### src/rtl/wb_pipe_reg.sv
`default_nettype none
// ============================================================================
// wb_pipe_reg : MEM->WB pipeline stage, valid/ready, optional skid buffer,
//               flush, write-back value select and wrapping retire counter.
// Revision    : 1.0
// ============================================================================
module wb_pipe_reg #(
  parameter int DATA_W        = 32,
  parameter int REG_AW        = 5,
  parameter int SKID          = 1,
  parameter int ZERO_SUPPRESS = 1,
  parameter int CNT_W         = 16
) (
  input  logic              clk,
  input  logic              rst_n,
  input  logic              flush,
  input  logic              in_valid,
  output logic              in_ready,
  input  logic [DATA_W-1:0] in_read_data,
  input  logic [DATA_W-1:0] in_alu_result,
  input  logic [DATA_W-1:0] in_pc_plus,
  input  logic              in_reg_write,
  input  logic              in_mem_to_reg,
  input  logic              in_save_pc,
  input  logic [REG_AW-1:0] in_write_reg,
  output logic              out_valid,
  input  logic              out_ready,
  output logic [DATA_W-1:0] out_wb_data,
  output logic [REG_AW-1:0] out_write_reg,
  output logic              out_reg_write,
  output logic [CNT_W-1:0]  retire_count
);

  logic [DATA_W-1:0] w_wb_data;
  logic              w_reg_write;
  logic              w_in_hs;
  logic              w_out_hs;
  logic              w_out_valid;
  logic              w_in_ready;

  logic [DATA_W-1:0] r_main_data;
  logic [REG_AW-1:0] r_main_reg;
  logic              r_main_we;
  logic [CNT_W-1:0]  r_retire;

  // Value selection happens once, at capture; save_pc outranks mem_to_reg.
  assign w_wb_data   = in_save_pc    ? in_pc_plus   :
                       in_mem_to_reg ? in_read_data : in_alu_result;
  assign w_reg_write = in_reg_write &
                       ~((ZERO_SUPPRESS != 0) && (in_write_reg == '0));

  assign w_in_hs  = in_valid & w_in_ready & ~flush;
  assign w_out_hs = w_out_valid & out_ready;

  generate
    if (SKID != 0) begin : g_skid
      typedef enum logic [1:0] {
        S_EMPTY = 2'd0,
        S_FULL  = 2'd1,
        S_SKID  = 2'd2
      } state_t;

      state_t            r_state;
      logic              r_in_ready;
      logic [DATA_W-1:0] r_skid_data;
      logic [REG_AW-1:0] r_skid_reg;
      logic              r_skid_we;

      always_ff @(posedge clk) begin
        if (!rst_n) begin
          r_state     <= S_EMPTY;
          r_in_ready  <= 1'b1;
          r_main_data <= '0;
          r_main_reg  <= '0;
          r_main_we   <= 1'b0;
          r_skid_data <= '0;
          r_skid_reg  <= '0;
          r_skid_we   <= 1'b0;
        end else if (flush) begin
          r_state    <= S_EMPTY;
          r_in_ready <= 1'b1;
          r_skid_we  <= 1'b0;
        end else begin
          case (r_state)
            S_EMPTY: begin
              if (w_in_hs) begin
                r_main_data <= w_wb_data;
                r_main_reg  <= in_write_reg;
                r_main_we   <= w_reg_write;
                r_state     <= S_FULL;
              end
            end
            S_FULL: begin
              if (w_in_hs && w_out_hs) begin
                r_main_data <= w_wb_data;
                r_main_reg  <= in_write_reg;
                r_main_we   <= w_reg_write;
              end else if (w_in_hs) begin
                r_skid_data <= w_wb_data;
                r_skid_reg  <= in_write_reg;
                r_skid_we   <= w_reg_write;
                r_state     <= S_SKID;
                r_in_ready  <= 1'b0;
              end else if (w_out_hs) begin
                r_state <= S_EMPTY;
              end
            end
            S_SKID: begin
              if (w_out_hs) begin
                r_main_data <= r_skid_data;
                r_main_reg  <= r_skid_reg;
                r_main_we   <= r_skid_we;
                r_state     <= S_FULL;
                r_in_ready  <= 1'b1;
              end
            end
            default: begin
              r_state    <= S_EMPTY;
              r_in_ready <= 1'b1;
            end
          endcase
        end
      end

      // in_ready depends only on registered state and reset, never on out_ready.
      assign w_out_valid = (r_state != S_EMPTY);
      assign w_in_ready  = r_in_ready & rst_n;
    end else begin : g_single
      logic r_valid;

      always_ff @(posedge clk) begin
        if (!rst_n) begin
          r_valid     <= 1'b0;
          r_main_data <= '0;
          r_main_reg  <= '0;
          r_main_we   <= 1'b0;
        end else if (flush) begin
          r_valid <= 1'b0;
        end else if (w_in_hs) begin
          r_valid     <= 1'b1;
          r_main_data <= w_wb_data;
          r_main_reg  <= in_write_reg;
          r_main_we   <= w_reg_write;
        end else if (w_out_hs) begin
          r_valid <= 1'b0;
        end
      end

      assign w_out_valid = r_valid;
      assign w_in_ready  = rst_n & (out_ready | ~r_valid);
    end
  endgenerate

  // Counts committed writes only; a flush never retracts a completed beat.
  always_ff @(posedge clk) begin
    if (!rst_n) begin
      r_retire <= '0;
    end else if (w_out_hs && r_main_we) begin
      r_retire <= r_retire + {{(CNT_W-1){1'b0}}, 1'b1};
    end
  end

  assign in_ready      = w_in_ready;
  assign out_valid     = w_out_valid;
  assign out_wb_data   = r_main_data;
  assign out_write_reg = r_main_reg;
  assign out_reg_write = r_main_we & w_out_valid;
  assign retire_count  = r_retire;

endmodule
`default_nettype wire

### config.mk
export PLATFORM = sky130hd
export DESIGN_NAME = wb_pipe_reg
export DESIGN_NICKNAME = d
export VERILOG_FILES = /design/src/rtl/wb_pipe_reg.sv
export SDC_FILE = /design/constraint.sdc
export NUM_CORES = 1
export LEC_CHECK = 0
export ABC_AREA = 1
export CORE_ASPECT_RATIO = 0.8
export CORE_MARGIN = 2
export CORE_UTILIZATION = 45
export CTS_CLUSTER_SIZE = 10
export DETAILED_ROUTE_END_ITERATION = 7
export PLACE_DENSITY = 0.83
export SETUP_SLACK_MARGIN = 0.02
export SLEW_MARGIN = 20
export SYNTH_ARGS = -nofsm -noshare
export SYNTH_HDL_FRONTEND = slang
export SYNTH_SLANG_ARGS = --single-unit
export TNS_END_PERCENT = 10
### constraint.sdc
create_clock -name clk -period 2 [get_ports clk]
set_input_delay 0.4 -clock clk [delete_from_list [all_inputs] [get_ports clk]]
set_output_delay 0.4 -clock clk [all_outputs]
set_load 0.05 [all_outputs]
# --- Word level (Yosys, flattened, before mapping) ---
# Cells that the tools add are included.
totals:
  n_memories: 0
  latchBits: 0
  reg_bits: 95
  out_inout_bits: 56
  ram_bits: 0
  rom_bits: 0
  wordCells: 65
  inputBits: 109
classes:
  reduce_logical: 12
  addsub: 1
  n_div: 0
  eq_ne: 8
  n_lt_le_gt_ge: 0
  n_mul: 0
  shift: 0
  n_bitwise: 11
  mux: 24
ops:
  columns: ["cell", "n"]
  rows:
  - ["two-way mux 32 bit", 5]
  - ["case mux 32 bit (3 select lines)", 1]
  - ["adder 16 x 1 -> 16 bit, second input constant", 1]
  - ["two-way mux 5 bit", 3]
  - ["case mux 5 bit (3 select lines)", 1]
  - ["AND reduction 4 bit", 3]
  - ["two-way mux 2 bit", 5]
  - ["!= test 2 bit, second input constant", 5]
  - ["AND 1 bit", 6]
  - ["two-way mux 1 bit", 6]
  - ["case mux 1 bit (3 select lines)", 2]
  - ["case mux 2 bit (3 select lines)", 1]
  - ["zero test 5 bit", 1]
  - ["NOT 1 bit", 5]
  - ["AND reduction 5 bit", 1]
  - ["!= test 3 bit, second input constant", 1]
  - ["AND reduction 3 bit", 1]
  - ["nonzero test 3 bit", 1]
  - ["equality test 2 x 1 -> 1 bit, second input constant", 1]
  - ["equality test 2 bit, second input constant", 1]
  - ["logical AND 1 bit", 2]
  - ["zero test 2 bit", 1]
  - ["nonzero test 2 bit", 1]
  - ["OR reduction 2 bit", 1]

# --- Longest topological paths before layout ---
# Gate-level depths: netlist of the first run.
logic_depth:
  ltp_word: 6
  depth_mapped: 12
  ltp_nobuf: 10

# --- Worst setup path before layout of the first run ---
# OpenSTA, ideal clock, no wires.
synth_timing:
  path_kind: "register to register"
  start: "register g_skid.r_state[0]"
  end: "register r_retire[9], in the netlist retire_count[9]"
  required_time_ns: 1.890
  setup_ns: 0.110
  arrival_time_ns: 1.763
  slack_ns: 0.127
  path_stages_with_launch: 10
  synth_period_minus_slack_ns: 1.873
  n_path_buf: 0
  path_cell_list: "dfxtp_1 -> inv_1 -> nand2_1 -> nand3_2 -> nor2_1 -> nand2_1 -> nor2_1 -> nand2_1 -> nand2_1 -> nor2_1"
synth_via:
  elab_chain_len: 3
synth_rtl:
  columns: ["element", "line", "source"]
  rows:
  - ["from (decl)", "63", "state_t r_state;"]
  - ["from (signal assigned)", "71", "r_state <= S_EMPTY;"]
  - ["from (signal assigned)", "80", "r_state <= S_EMPTY;"]
  - ["from (signal assigned)", "90", "r_state <= S_FULL;"]
  - ["nonzero test 2 bit", "126", "assign w_out_valid = (r_state != S_EMPTY);"]
  - ["via out_valid", "26", "output logic out_valid,"]
  - ["AND 1 bit", "53", "assign w_out_hs = w_out_valid & out_ready;"]
  - ["logical AND 1 bit", "158", "end else if (w_out_hs && r_main_we) begin"]
  - ["to (signal assigned)", "159", "r_retire <= r_retire + {{(CNT_W-1){1'b0}}, 1'b1};"]
  - ["to (decl)", "44", "logic [CNT_W-1:0] r_retire;"]
# The timed path passes the listed nets, and every way through them passes these cells.
# A chain may end at the register's enable or synchronous reset.

# --- Final worst setup path of the first run ---
layout_timing:
  start: "register r_retire[7], in the netlist retire_count[7]"
  end: "output retire_count[7]"
layout_rtl:
  columns: ["element", "line", "source"]
  rows:
  - ["to (decl)", "31", "output logic [CNT_W-1:0] retire_count"]
# No word-level cell between the ends.

==> reports/results.tsv, run 1 <==
stage	metric	value	unit
logic_synthesis	Mean Syn Cell Area	6.31	um2
critical_path	Crit path buffers/inverters	1	
logic_synthesis	syn_nets	868	
logic_synthesis	Synth Warn #	0	
floorplan	Initial Util	46.5	%
detailed_routing	Vias per Instance	4.83	
timing	RSZ-0062 raised after global routing	false	
detailed_routing	DRC violations left	0	
timing	Final Cycle Share	97.0	%
cts	worst-skew pair later-pin latency	330	ps
finish	Final Util	68.2	%
global_route	first-pass GRT wire length	20.8	mm
critical_path	slowest stage delay, CP	830	ps
cts	clock slew at reported path FFs	70	ps
finish	commonest non-fill, non-tap cell in the layout	nand2_1	
timing	Slew Viols, Final	0	
critical_path	CP endpoint kind	primary output	
logic_synthesis	Post-Synthesis Cells	758	
timing	skew final	11.3	ps
timing	post-layout min period	1940	ps
logic_synthesis	Post-Synth Simple-Gate Area	32.8	%
critical_path	Slowest cell on crit path	clkdlybuf4s50_1	
detailed_routing	Initial DRT Pass Iterations	5	
cts	Sink Count	95	
floorplan	CORE AREA	10300	um2
placement	DP Worst Slack	-11.8	ps
logic_synthesis	Netlist cell types	28	
logic_synthesis	Synth Area in Adders	0.262	%
floorplan	die height	96.2	um
logic_synthesis	mux contribution to synthesized area	0	%
cts	Num CTS Buffers	9	
timing	final worst setup slack	60.1	ps
pwr	Power Density	615	nW/um2
job	max cap viols	0	
finish	Ant. Diodes	0	
detailed_routing	final WL	12.7	mm
placement	DP HPWL	9.42	mm
placement	Port Buf Inserts	164	
logic_synthesis	largest family of logic cells by synthesized area	simple AND/OR/NAND/NOR gates	
timing	worst slew pin tran	558	ps
timing	Rel. slew slack	62.7	%
logic_synthesis	xor and xnor area share after synthesis	0.366	%
logic_synthesis	Compound-Gate Fraction of Synth Area	17.5	%
floorplan	die extent in x	119	um
min_path	worst min-delay path class	input port to register	
run_status	outcome	finished clean	
cts	CTS H-tree depth	3	
critical_path	family with the most delay on the worst path	buffers and inverters	
cts	CTS Buffer Depth	2	
finish	Fillers	915	
timing	max frequency	0.515	GHz
logic_synthesis	synthesized area	4780	um2
global_route	gr ovfl total	0	
critical_path	crit path DAT	1540	ps
finish	Net count, final	1027	
cts	CTS tree	built	
finish	P&R area growth vs syn	46.7	%
finish	design area	7020	um2
floorplan	num rows	33	
timing	Hold WS	415	ps
detailed_routing	Routed Antenna Nets	0	
pwr	Pwr Total	4.32	mW
finish	fraction of layout cells with a size suffix above 1	6.84	%
placement	Placed Area	6720	um2
finish	Multi-input gate area	2440	um2
detailed_routing	WL per Instance	11.9	um
finish	commonest non-fill, non-tap cells in the layout	nand2_1 (213), clkdlybuf4s50_1 (143), o21ai_0 (115)	
global_route	largest net degree at the start of global routing	88	
detailed_routing	vias post-DR	5126	
pwr	leakage power	3.08	nW
placement	GPL Wtd Cong	0.875	
critical_path	crit path launch type	register	
floorplan	die area	11500	um2
logic_synthesis	register bit total from synthesis	95	
global_route	vias in the first global route	4554	
critical_path	CP max FO	4	
critical_path	CP Data Required Time	1600	ps
pwr	VDD IR-drop max	0.000412	V
global_route	total track usage	22.2	%
cts	Root Driver	clkbuf_16	
critical_path	CP Class	register to primary output	
floorplan	Top-Level Pins	165	
timing	Setup violations, final	0	
logic_synthesis	sequential area share after synthesis	39.7	%
critical_path	crit-path cells	clkdlybuf4s50_1	
detailed_routing	initial drt markers	352	
global_route	initial antenna violation count	0	
timing	Final Hold Vio Count	0	
finish	FF/Latch Area	1900	um2
Yosys cell counts:
cell / number / area share [%]
o21bai_1: 1 / 0.16
nor2_4: 1 / 0.24
o21a_1: 1 / 0.16
a21oi_1: 48 / 5.0
nor2_2: 1 / 0.13
nand3_2: 1 / 0.21
nand2_1: 213 / 17
buf_2: 11 / 1.2
inv_2: 4 / 0.31
a31oi_1: 1 / 0.13
o21ai_0: 115 / 12
nand2_2: 2 / 0.26
buf_6: 2 / 0.47
dfxtp_1: 95 / 40
clkinv_1: 1 / 0.078
nand3_1: 42 / 4.4
xnor2_1: 2 / 0.37
clkbuf_1: 27 / 2.1
buf_1: 3 / 0.24
nand4_1: 5 / 0.65
buf_4: 1 / 0.16
nor3_1: 7 / 0.73
inv_1: 61 / 4.8
nor2_1: 104 / 8.2
nor3b_1: 2 / 0.31
ha_1: 1 / 0.26
nand2_4: 1 / 0.24
nand3b_1: 5 / 0.78
cells by family (layout without fill, tap and decap cells):
kind of cell | after synthesis | count (layout)
simple gates | 384 | 384
compound gates | 166 | 166
buf+inv | 110 | 273
flops | 95 | 95
xor+xnor | 2 | 2
fa+ha+maj | 1 | 1
per-stage QoR:
step / setup TNS [ps] / instances
floorplan: 0 / 758
global placement: 0 / 1046
detailed placement: -26.2 / 1046
CTS: 0 / 1061
global route: 0 / 1061
finish: 0 / 1061
layer usage:
layer | track usage, % | routed length (um) | up-vias
met1 | 29.8 | 5950 | 2210
met3 | 6.04 | 997 | 11
met5 | 0 | 0 | -
met4 | 5.06 | 121 | 0
li1 | - | - | 2744
met2 | 35.8 | 5600 | 161
worst paths after layout:
| kind | startpoint | end | slack [ps] | depth (start not counted) |
|---|---|---|---|---|
| max reg2reg | g_skid.r_state[1]$_SDFFE_PP0P_ | retire_count[9]$_SDFFE_PN0P_ | 450 | 9 |
| min | rst_n | retire_count[6]$_SDFFE_PN0P_ | 410 | 3 |
| min reg2reg | g_skid.r_skid_reg[1]$_SDFFE_PN0P_ | g_skid.r_skid_reg[1]$_SDFFE_PN0P_ | 450 | 2 |
| max | retire_count[7]$_SDFFE_PN0P_ | retire_count[7] | 60 | 1 |
timing repair:
| item | 4_1_cts | 5_1_grt |
|---|---|---|
| hold buffers | 0 | 0 |
| setup buffers | 0 | 0 |
| resized for setup | 4 | 8 |
| setup endpoints to repair | 4 | 8 |
report_power, final:
group | internal (mW) | switching (mW) | leakage (nW) | total (mW)
Sequential | 1.93 | 0.0212 | 0.768 | 1.95
Clock | 0.881 | 0.714 | 0.132 | 1.59
Combinational | 0.366 | 0.404 | 2.18 | 0.770
Total | 3.18 | 1.14 | 3.08 | 4.32
final cells by class:
cell class              count  share of cell area (%)
inverters                  66                    3.53
clock inverters             5                   0.588
multi-input cells         553                    34.8
flip-flops and latches     95                    27.1
well taps                 140                    2.50
clock buffers              10                    3.41
repair buffers            192                    28.0
(Power assumes the default switching activity.)
==> run 2, diff against run 1 <==
CORE_UTILIZATION = 46   (was 45)
PLACE_DENSITY = 0.84   (was 0.83)
SLEW_MARGIN = 40   (was 20)
==> reports/results.tsv, run 2 (synthesis results as in run 1) <==
stage	metric	value	unit
run_status	outcome	finished clean	
critical_path	family with the most delay on the worst path	buffers and inverters	
floorplan	die area	11200	um2
critical_path	crit-path cells	clkdlybuf4s50_1	
global_route	vias in the first global route	4693	
critical_path	reg2reg setup slack	270	ps
timing	worst slew pin tran	592	ps
timing	RSZ-0062 raised after global routing	false	
pwr	sw power	1.19	mW
global_route	gr ovfl total	0	
detailed_routing	Initial DRT Pass Iterations	4	
critical_path	Crit path buffers/inverters	1	
timing	Slew Viols, Final	0	
finish	Net count, final	1023	
critical_path	Slowest cell on crit path	clkdlybuf4s50_1	
floorplan	die height	95.2	um
cts	Num CTS Buffers	9	
finish	P&R area growth vs syn	46.4	%
pwr	proportion of power drawn by the clock network	39.0	%
pwr	Power Density	637	nW/um2
timing	Rel. slew slack	60.5	%
critical_path	worst r2r path cells	8	
placement	Placed Area	6690	um2
critical_path	Critical Path Sink	retire_count[13]	
detailed_routing	final WL	12.9	mm
critical_path	crit path launch type	register	
pwr	Internal Power	3.28	mW
finish	Fillers	932	
min_path	worst min-delay path class	input port to register	
detailed_routing	vias post-DR	5118	
cts	CTS Buffer Depth	2	
finish	commonest non-fill, non-tap cells in the layout	nand2_1 (213), clkdlybuf4s50_1 (142), o21ai_0 (115)	
timing	skew final	8.97	ps
critical_path	CP max FO	4	
critical_path	CP Data Required Time	1600	ps
floorplan	num rows	33	
cts	worst-skew pair later-pin latency	330	ps
floorplan	CORE AREA	10200	um2
cts	Root Driver	clkbuf_16	
critical_path	crit path DAT	1530	ps
critical_path	slowest stage delay, CP	820	ps
placement	placed insts	1042	
placement	Port Buf Inserts	164	
job	max cap viols	0	
critical_path	CP startpoint	retire_count[13]$_SDFFE_PN0P_	
critical_path	r2r endpoint	out_write_reg[2]$_SDFFE_PN0P_	
floorplan	die extent in x	118	um
global_route	first-pass GRT wire length	21.1	mm
floorplan	Top-Level Pins	165	
pwr	leakage power	3.08	nW
cts	clock slew at reported path FFs	70	ps
detailed_routing	WL per Instance	12.2	um
global_route	initial antenna violation count	0	
pwr	combinational power share	17.3	%
placement	DP HPWL	9.46	mm
pwr	VDD IR-drop max	0.000444	V
pwr	switching part of the total	26.6	%
finish	commonest non-fill, non-tap cell in the layout	nand2_1	
finish	design area	7010	um2
timing	max frequency	0.517	GHz
finish	Post-Layout Cell Count	1058	
cts	CTS tree	built	
global_route	total track usage	23.2	%
timing	Final Hold Vio Count	0	
critical_path	CP Class	register to primary output	
detailed_routing	initial drt markers	379	
timing	Setup violations, final	0	
detailed_routing	Routed Antenna Nets	0	
global_route	largest net degree at the start of global routing	50	
detailed_routing	Vias per Instance	4.84	
cts	Sink Count	95	
finish	fraction of layout cells with a size suffix above 1	6.75	%
cts	Setup Fix Bufs, Post-CTS	0	
placement	GPL Wtd Cong	0.873	
timing	Final Cycle Share	96.6	%
critical_path	WP depth	1	
finish	Ant. Diodes	0	
critical_path	FF-to-FF Start	g_skid.r_state[1]$_SDFFE_PP0P_	
detailed_routing	DRC violations left	0	
timing	TNS Setup	0	ps
pwr	Flop pwr share	43.7	%
timing	post-layout min period	1930	ps
cts	CTS H-tree depth	3	
floorplan	Initial Util	46.9	%
critical_path	CP endpoint kind	primary output	
run 2: cell count changes in the layout (fill, tap and decap cells not counted), sizes merged:
cell and change:
inv +1, clkdlybuf4s50 -1, clkbuf -1, bufinv +1, buf -3
run 2: power by group through the flow:
stage          clock, mW  sequential (mW)  combinational, mW
2_1_floorplan          0             2.12              0.268
3_3_place_gp           0             1.99              0.763
3_5_place_dp           0             2.00              0.771
4_1_cts             1.77             1.95              0.774
5_1_grt             1.84             1.96              0.846
6_report            1.74             1.95              0.770
run 2: worst register-to-register path: cells and delay by family, from the launching register on:
family	cells	cell delay, ps
buffers and inverters	3	650
AND/OR/NAND/NOR	4	410
flip-flops	1	390
AO/OA/AOI/OAI	1	220
run 2: cell type report:
class / instances / area (um2) / area share (%)
clock inverter: 7 / 76.3 / 1.09
clock buffer: 9 / 225 / 3.21
sequential: 95 / 1900 / 27.2
multi-input combinational: 553 / 2440 / 34.9
inverter: 66 / 248 / 3.54
timing repair buffer: 188 / 1930 / 27.6
tap: 140 / 175 / 2.50
run 2: stage by stage:
step	power, mW	util [%]	hold WS (ps)	worst slack [ps]
after floorplan	2.38	-	425	127
after global placement	2.76	65.6	436	53.5
after detailed placement	2.77	65.6	442	-8.09
after CTS	4.50	68.5	409	20.5
after global routing	4.65	68.7	434	21.4
final	4.47	68.7	414	67.1
run 2: metal layers:
metal  up-vias  wire length, um  global-route usage, %
met5         -                0                      0
met3         9              993                   7.12
met1      2239             6010                   28.9
met4         0               91                   4.62
li1       2727                -                      -
met2       143             5800                   40.2
run 2: how the worst min path moves through the flow:
| stage | startpoint | end | slack, ps | depth (start not counted) |
|---|---|---|---|---|
| 2_1_floorplan | g_skid.r_skid_reg[0]$_SDFFE_PN0P_ | g_skid.r_skid_reg[0]$_SDFFE_PN0P_ | 420 | 2 |
| 3_3_place_gp | g_skid.r_skid_reg[0]$_SDFFE_PN0P_ | g_skid.r_skid_reg[0]$_SDFFE_PN0P_ | 440 | 2 |
| 3_5_place_dp | g_skid.r_skid_reg[4]$_SDFFE_PN0P_ | g_skid.r_skid_reg[4]$_SDFFE_PN0P_ | 440 | 2 |
| 4_1_cts | rst_n | retire_count[6]$_SDFFE_PN0P_ | 410 | 3 |
| 5_1_grt | rst_n | retire_count[1]$_SDFFE_PN0P_ | 430 | 3 |
| 6_report | rst_n | retire_count[6]$_SDFFE_PN0P_ | 410 | 3 |
run 2: repair_timing:
item | in CTS | in global routing
setup endpoints to repair | 4 | 9
gates cloned | 0 | 0
hold buffers | 0 | 0
gates resized for setup | 4 | 9
pin swaps | 0 | 0
endpoints found under the hold margin | 0 | 0
